**src/rtl/conv_window_ctrl.sv**
```systemverilog
// Sliding-window sequencer for a convolution engine: loads each filter
// window row by row, pulses one compute cycle, then hands off the result.
module conv_window_ctrl #(
   parameter int ADDR_W = 7
) (
   input  logic              CLK,
   input  logic              RST,
   input  logic              Start,
   input  logic [2:0]        F_in,
   input  logic [ADDR_W-1:0] Img_Last,
   input  logic [1:0]        Stride,
   input  logic              Res_Ready,
   output logic [2:0]        F,
   output logic              Local_Reset,
   output logic              Load_En,
   output logic [2:0]        Load_Row,
   output logic [ADDR_W-1:0] Win_Row,
   output logic [ADDR_W-1:0] Win_Col,
   output logic              Res_Valid,
   output logic              Busy,
   output logic              Done,
   output logic              Cfg_Err
);

   typedef enum logic [2:0] {
      IDLE, LOAD, COMPUTE, RESULT, FIN
   } state_t;

   state_t            state_q, state_d;
   logic [2:0]        f_q, f_d;
   logic [2:0]        row_q, row_d;
   logic [1:0]        stride_q, stride_d;
   logic [ADDR_W-1:0] last_q, last_d;
   logic [ADDR_W-1:0] wr_q, wr_d;
   logic [ADDR_W-1:0] wc_q, wc_d;
   logic              err_q, err_d;

   // One extra bit keeps the fit test honest when Img_Last is all ones
   logic [ADDR_W:0] last_x, col_nxt, row_nxt;

   assign last_x  = {1'b0, last_q};
   assign col_nxt = {1'b0, wc_q} + (ADDR_W+1)'(stride_q)
                  + (ADDR_W+1)'(f_q);
   assign row_nxt = {1'b0, wr_q} + (ADDR_W+1)'(stride_q)
                  + (ADDR_W+1)'(f_q);

   always_comb begin
      state_d  = state_q;
      f_d      = f_q;
      row_d    = row_q;
      stride_d = stride_q;
      last_d   = last_q;
      wr_d     = wr_q;
      wc_d     = wc_q;
      err_d    = err_q;
      unique case (state_q)
         IDLE: begin
            if (Start) begin
               f_d      = F_in;
               last_d   = Img_Last;
               stride_d = (Stride == 2'd0) ? 2'd1 : Stride;
               wr_d     = '0;
               wc_d     = '0;
               row_d    = '0;
               if ((ADDR_W+1)'(F_in) > {1'b0, Img_Last}) begin
                  err_d   = 1'b1;
                  state_d = FIN;
               end else begin
                  state_d = LOAD;
               end
            end
         end
         LOAD: begin
            if (row_q == f_q) begin
               row_d   = '0;
               state_d = COMPUTE;
            end else begin
               row_d = row_q + 3'd1;
            end
         end
         COMPUTE: state_d = RESULT;
         RESULT: begin
            if (Res_Ready) begin
               if (col_nxt <= last_x) begin
                  wc_d    = wc_q + ADDR_W'(stride_q);
                  state_d = LOAD;
               end else begin
                  wc_d = '0;
                  if (row_nxt <= last_x) begin
                     wr_d    = wr_q + ADDR_W'(stride_q);
                     state_d = LOAD;
                  end else begin
                     state_d = FIN;
                  end
               end
            end
         end
         FIN: begin
            err_d   = 1'b0;
            state_d = IDLE;
         end
         default: state_d = IDLE;
      endcase
   end

   always_ff @(posedge CLK or negedge RST) begin
      if (!RST) begin
         state_q  <= IDLE;
         f_q      <= '0;
         row_q    <= '0;
         stride_q <= '0;
         last_q   <= '0;
         wr_q     <= '0;
         wc_q     <= '0;
         err_q    <= 1'b0;
      end else begin
         state_q  <= state_d;
         f_q      <= f_d;
         row_q    <= row_d;
         stride_q <= stride_d;
         last_q   <= last_d;
         wr_q     <= wr_d;
         wc_q     <= wc_d;
         err_q    <= err_d;
      end
   end

   assign F           = f_q;
   assign Load_Row    = row_q;
   assign Win_Row     = wr_q;
   assign Win_Col     = wc_q;
   assign Load_En     = (state_q == LOAD);
   assign Local_Reset = (state_q != COMPUTE);
   assign Res_Valid   = (state_q == RESULT);
   assign Busy        = (state_q != IDLE);
   assign Done        = (state_q == FIN);
   assign Cfg_Err     = (state_q == FIN) && err_q;

endmodule

```
**config.mk**
```make
export PLATFORM = sky130hd
export DESIGN_NAME = conv_window_ctrl
export DESIGN_NICKNAME = d
export VERILOG_FILES = /design/src/rtl/conv_window_ctrl.sv
export SDC_FILE = /design/constraint.sdc
export NUM_CORES = 1
export LEC_CHECK = 0
export CAP_MARGIN = 0
export CORE_ASPECT_RATIO = 1.1
export CORE_UTILIZATION = 45
export CTS_CLUSTER_SIZE = 25
export DETAILED_ROUTE_END_ITERATION = 10
export PLACE_DENSITY = 0.71
export REMOVE_ABC_BUFFERS = 1
export SLEW_MARGIN = 20
export SYNTH_ARGS = -nofsm -noshare
export SYNTH_HDL_FRONTEND = slang
export SYNTH_SLANG_ARGS = --single-unit
```
**constraint.sdc**
```tcl
create_clock -name CLK -period 3.4 [get_ports CLK]
set_clock_uncertainty 0.05 [all_clocks]
set_input_delay 0.68 -clock CLK [delete_from_list [all_inputs] [get_ports CLK]]
set_output_delay 0.68 -clock CLK [all_outputs]
set_load 0.01 [all_outputs]
```
# Word-level counts from Yosys, hierarchy flattened
# Index checks and enable logic that the tools add are counted.
# word_totals
ff_bits	33
inputBits	16
output_inout_bits	26
wordCells	65
# op_classes
n_addsub	7
magnitude_cmp	3
n_eq_ne	12
muxes	22
reduce_logical	13
# op_table
op	n
$mux 7	6
$pmux 7 s2	2
$mux 3	8
$add 7x2->8	2
$add 8x3->8	2
$le 8x7->1	2
$add 7x2->7	2
$pmux 3 s4	1
$reduce_and 3->1	3
$ne 2x2->1 const B	4
$gt 3x7->1	1
$eq 3x2->1 const B	2
$pmux 3 s2	1
$reduce_bool 2->1	3
$reduce_and 5->1	1
$ne 2x1->1 const B	2
$reduce_and 2->1	2
$add 3x1->3 const B	1
$eq 3x1->1 const B	1
$eq 3x3->1	1
$eq 3x3->1 const B	1
$logic_not 3->1	1
$ne 3x2->1 const B	1
$reduce_bool 3->1	1
other kinds (5)	6

# Depth between registers and ports, before layout
# logic_depth
word_depth	7
mapped_depth	17
mapped_depth_nobuf	16

# Worst setup path before layout
# No wires, ideal clock.
# synth_path
path_type	flip-flop to flip-flop
startpoint	reg f_q[1] (netlist: F[1])
endpoint	reg wr_q[6] (netlist: Win_Row[6])
setup_time_ns	0.119
arrival_ns	3.558
t_required_ns	3.231
slack_ns	-0.327
path_stages_with_launch	18
n_path_buf	1
period_less_slack_ns	3.727
cell_sequence	dfrtp_1 inv_1 fa_1 inv_1 ha_1 inv_1 fa_1 nor2b_1 o21ai_0 xnor2_1 ha_1 nand3_1 nor2_1 a211oi_1 nor3_1 clkbuf_1 o31a_1 o21a_1
# synth_between
elab_chain_len	4
elab_cells_between_ends	7
cone_classes	add/sub (2); order compare (2); eq/ne (2); reduce/logical (1)
# synth_rtl
item	line_no	text
from (decl)	30	logic [2:0] f_q, f_d;
from (signal assigned)	109	f_q <= '0;
from (signal assigned)	118	f_q <= f_d;
$add 8x3->8, on equally long branches	45, 43	
$le 8x7->1, on equally long branches	89, 84	
$ne 2x1->1 (no line) or $ne 2x2->1 (tied branches)	-	
$reduce_and 5->1 (no line) *	-	
to (signal assigned)	122	wr_q <= wr_d;
to (decl)	34	logic [ADDR_W-1:0] wr_q, wr_d;
# Mark *: on every way between the ends. The rest lies on a longest branch, timed or not.
# A chain may end at the register's enable or synchronous reset.

# Worst setup path in the final report
# layout_path
startpoint	reg stride_q[1]
endpoint	reg wr_q[3] (netlist: Win_Row[3])
# layout_between
elab_chain_len	5
elab_cells_between_ends	14
cone_classes	add/sub (5); order compare (2); eq/ne (2); mux (4); reduce/logical (1)
# layout_rtl
item	line_no	text
from (decl)	32	logic [1:0] stride_q, stride_d;
from (signal assigned)	120	stride_q <= stride_d;
$add 7x2->8 (tied with other cells)	44	assign row_nxt = {1'b0, wr_q} + (ADDR_W+1)'(stride_q)
$add 8x3->8 (tied with other cells)	45	+ (ADDR_W+1)'(f_q);
$le 8x7->1 (tied with other cells)	89	if (row_nxt <= last_x) begin
$ne 2x1->1 (no line) (tied with other cells)	-	
$reduce_and 5->1 (no line) or $pmux 7 s2 (tied branches)	-	
# Parallel ways exist; a longest one is shown, timed or not. The select of a mux whose other input is x is not followed.

==> flow_summary_export.csv <==
group,metric,value,unit
cells_and_area,mostFrequentLayoutCells,"clkdlybuf4s50_1, buf_4, dfrtp_1, nand2_1",
pwr,seqPwrFrac,19.0,%
clocking,numCtsBuffers,5,
cells_and_area,antenna_cells,0,
logic_synthesis,yosysUniqueCellTypes,41,
logic_synthesis,yosys_register_bits,33,
global_routing,grt_pass1_wl,11200,µm
pwr,power_frac_comb,71.2,%
worst_setup_path,critical_path_class,"reg2reg",
pwr,p_leak,1.74,nW
clocking,clock_latency,290,ps
logic_synthesis,synth_mux_area_share,0,%
floorplan,die_x,73.6,µm
clocking,cts_tree,"yes",
route,viasPerCell,5.47,
route,drt_iter0_drc,83,
sta,slew_violations,0,
clocking,clk_pin_slew,70,ps
logic_synthesis,synth-async-reset-ratio,100,%
route,wl_met3,306,µm
worst_setup_path,crit_top_cell,"inv_2",
floorplan,row_count,28,
floorplan,die-area,5950,µm²
sta,max_slew_margin,62.3,%
pwr,vdd_drop_max,452,µV
logic_synthesis,syn_area,2540,µm²
sta,min_period_over_period,106,%
cells_and_area,syn_to_final_growth,45.8,%
worst_setup_path,startpoint_type,"flip-flop",
logic_synthesis,synthAdderAreaFrac,21.1,%
pwr,p_switching,0.00162,W
placement,place_ws,-411,ps
clocking,clock-sinks,33,
floorplan,core_region_area,5400,µm²
floorplan,initial_core_util,47.1,%
logic_synthesis,ys_top_cells_by_area,"dfrtp_1, ha_1, fa_1",
logic_synthesis,synth_compound_area_share,18.1,%
cells_and_area,drive_above_1_share,26.9,%
global_routing,overflow,0,
placement,portBuffers,41,
global_routing,grt_max_degree,34,
sta,setup_viol,16,
sta,hold_viol_final,0,
global_routing,grt_pass1_vias,2343,
worst_setup_path,path_cells,"inv_2 > fa_1 > inv_1 > ha_2 > inv_2 > fa_2 > nor2b_4 > o21ai_2 > xnor2_1 > ha_1 > nand3_2 > o211ai_1 > a21o_1 > a21bo_4 > or4_1 > a21oi_2",
route,detailroute.via_count,2425,
logic_synthesis,synth_edf_count,0,
sta,worst-slew-pin-transition,561,ps
run_status,violations,"negative setup slack",
route,wl_met1,3110,µm
floorplan,die_h,80.8,µm
pwr,p_clk_share,9.8,%
placement,place_hpwl,4780,µm
flow_run,maxCapViolations,0,
cells_and_area,post-route-util,68.6,%
clocking,cts_root_buf,"clkbuf_8",
clocking,htreeDepth,2,
logic_synthesis,ys_warn_count,0,
pwr,p_per_area,940,nW/µm²
logic_synthesis,ys_seq_area_share,32.5,%
sta,max_clock_freq,278,MHz
clocking,ctsLongestPathBuffers,2,
logic_synthesis,synth_top_cell_area_share,32.5,%
pwr,power.share.switching,46.5,%
cells_and_area,mostFrequentLayoutCell,"clkdlybuf4s50_1",
logic_synthesis,synth_top_family_by_area,"adder cells",
logic_synthesis,synth_simple_gate_area_share,17.2,%
route,met2_length,3490,µm
worst_setup_path,critPathCaptureType,"flip-flop",
sta,fin_ws,-191,ps
worst_setup_path,crit_slowest_cell,"or4_1",
sta,rsz0062_at_grt,"true",
worst_setup_path,cp_max_fo,8,
floorplan,io_pins,42,
worst_setup_path,slowest_delay,520,ps
worst_setup_path,cp.required,3570,ps
run_status,status,"complete, but fails checks",
global_routing,grt_use_total,25.4,%
cells_and_area,nets,421,
route,route.top_layer_used,"met4",
pwr,p_int,0.00186,W
clocking,cts_hold_buf,0,
logic_synthesis,yosys.area.top_type,"dfrtp_1",
route,routed_wl,7240,µm
worst_setup_path,critPathBufInv,3,
route,drcViolationCount,0,
route,routedWlPerCell,16.3,µm
worst_setup_path,critPathTopFamily,"adder cells",
route,dr.pass1.iters,4,
logic_synthesis,synth-xor-area-share,4.83,%
placement,gp_congestion,0.859,
logic_synthesis,syn_inst,284,
global_routing,antenna_found_initial,0,
logic_synthesis,ys.flop_type,"dfrtp_1",
sta,period_minus_slack,3590,ps
min_path,hold_path.class,"reg2reg",
logic_synthesis,avgSynthCellArea,8.94,µm²
route,route.antenna.remaining_nets,0,
worst_setup_path,cp_data_arrival_time,3760,ps
area by class of cell:
cell class,count,area [µm²]
Clock inverter,1,5.00
Clock buffer,7,96.3
Fill cell,432,1690
Timing Repair Buffer,82,737
Inverter,33,124
Tap cell,75,93.8
Sequential cell,33,826
Multi-Input combinational cell,212,1820
flip-flops by register name, summed over array words and instances, names as in the netlist:
signal    cells
Load_Row      3
F             3
Win_Col       7
state_q       3
err_q         1
last_q        7
stride_q      2
Win_Row       7
worst min-delay path, delay by kind of cell, from the launching register on:
| kind | cells | cell delay [ps] |
|---|---|---|
| compound gates | 1 | 40 |
| flops | 1 | 350 |
| simple gates | 1 | 70 |
layer usage:
metal,vias to the layer above,GRT usage (%)
met5,-,0
met4,0,12.5
met3,22,3.60
met2,80,42.4
met1,1162,32.1
li1,1161,-
cells by family (layout without fill, tap and decap cells):
kind of cell / after synthesis / in the layout
buffers and inverters: 40 / 123
AND/OR/NAND/NOR: 86 / 87
adder cells (fa/ha/maj): 38 / 38
XOR/XNOR: 14 / 14
flip-flops: 33 / 33
AO/OA/AOI/OAI: 73 / 73
path summary, 6_finish.rpt:
check                            start  slack (ps)  cells past startpoint           to
setup / recovery           stride_q[1]        -190                     16   Win_Row[3]
hold / removal                   err_q         450                      2        err_q
setup reg to reg           stride_q[1]        -190                     16   Win_Row[3]
hold reg to reg                  err_q         450                      2        err_q
max in group asynchronous          RST        2240                      2  stride_q[1]
min in group asynchronous          RST         750                      2    last_q[5]
what timing repair did:
action                     4_1_cts  5_1_grt
gates resized for setup         39       34
setup buffers                    8        7
gates cloned                     1        0
pin swaps                       11       13
setup endpoints to repair       16       16
per-stage QoR:
stage | TNS, ps | hold WS (ps) | power [W] | area, µm² | std cells
detailed placement | -3640 | 434 | 0.00263 | 3230 | 422
finish | -1410 | 449 | 0.00348 | 3700 | 443
global route | -3990 | 482 | 0.00379 | 3700 | 443
global placement | -1390 | 421 | 0.00255 | 3230 | 422
CTS | -1740 | 450 | 0.00320 | 3510 | 437
floorplan | -3220 | 334 | 0.00182 | 2510 | 277
cells in the mapped netlist, types with 2 or more instances:
cell and count:
a21o_1 8, a21oi_1 17, a22o_1 2, a31oi_1 4, buf_2 2, clkbuf_1 4
dfrtp_1 33, fa_1 8, ha_1 30, inv_1 33, nand2_1 32, nand2b_1 2
nand3_1 8, nand3b_1 2, nand4_1 3, nor2_1 15, nor2b_1 5, nor3_1 3
nor4_1 2, nor4b_1 2, o211ai_1 2, o21ai_0 22, o31ai_1 9, or3_1 4
or4_1 4, xnor2_1 7, xor2_1 7
power by group through the flow:
stage               registers [W]  logic [W]  clock network [W]
floorplan                0.000688    0.00113                  0
global placement         0.000656    0.00190                  0
detailed placement       0.000664    0.00196                  0
CTS                      0.000659    0.00220           0.000343
global route             0.000679    0.00275           0.000361
finish                   0.000662    0.00248           0.000342
Note: power is estimated with default switching activity, not from simulation.
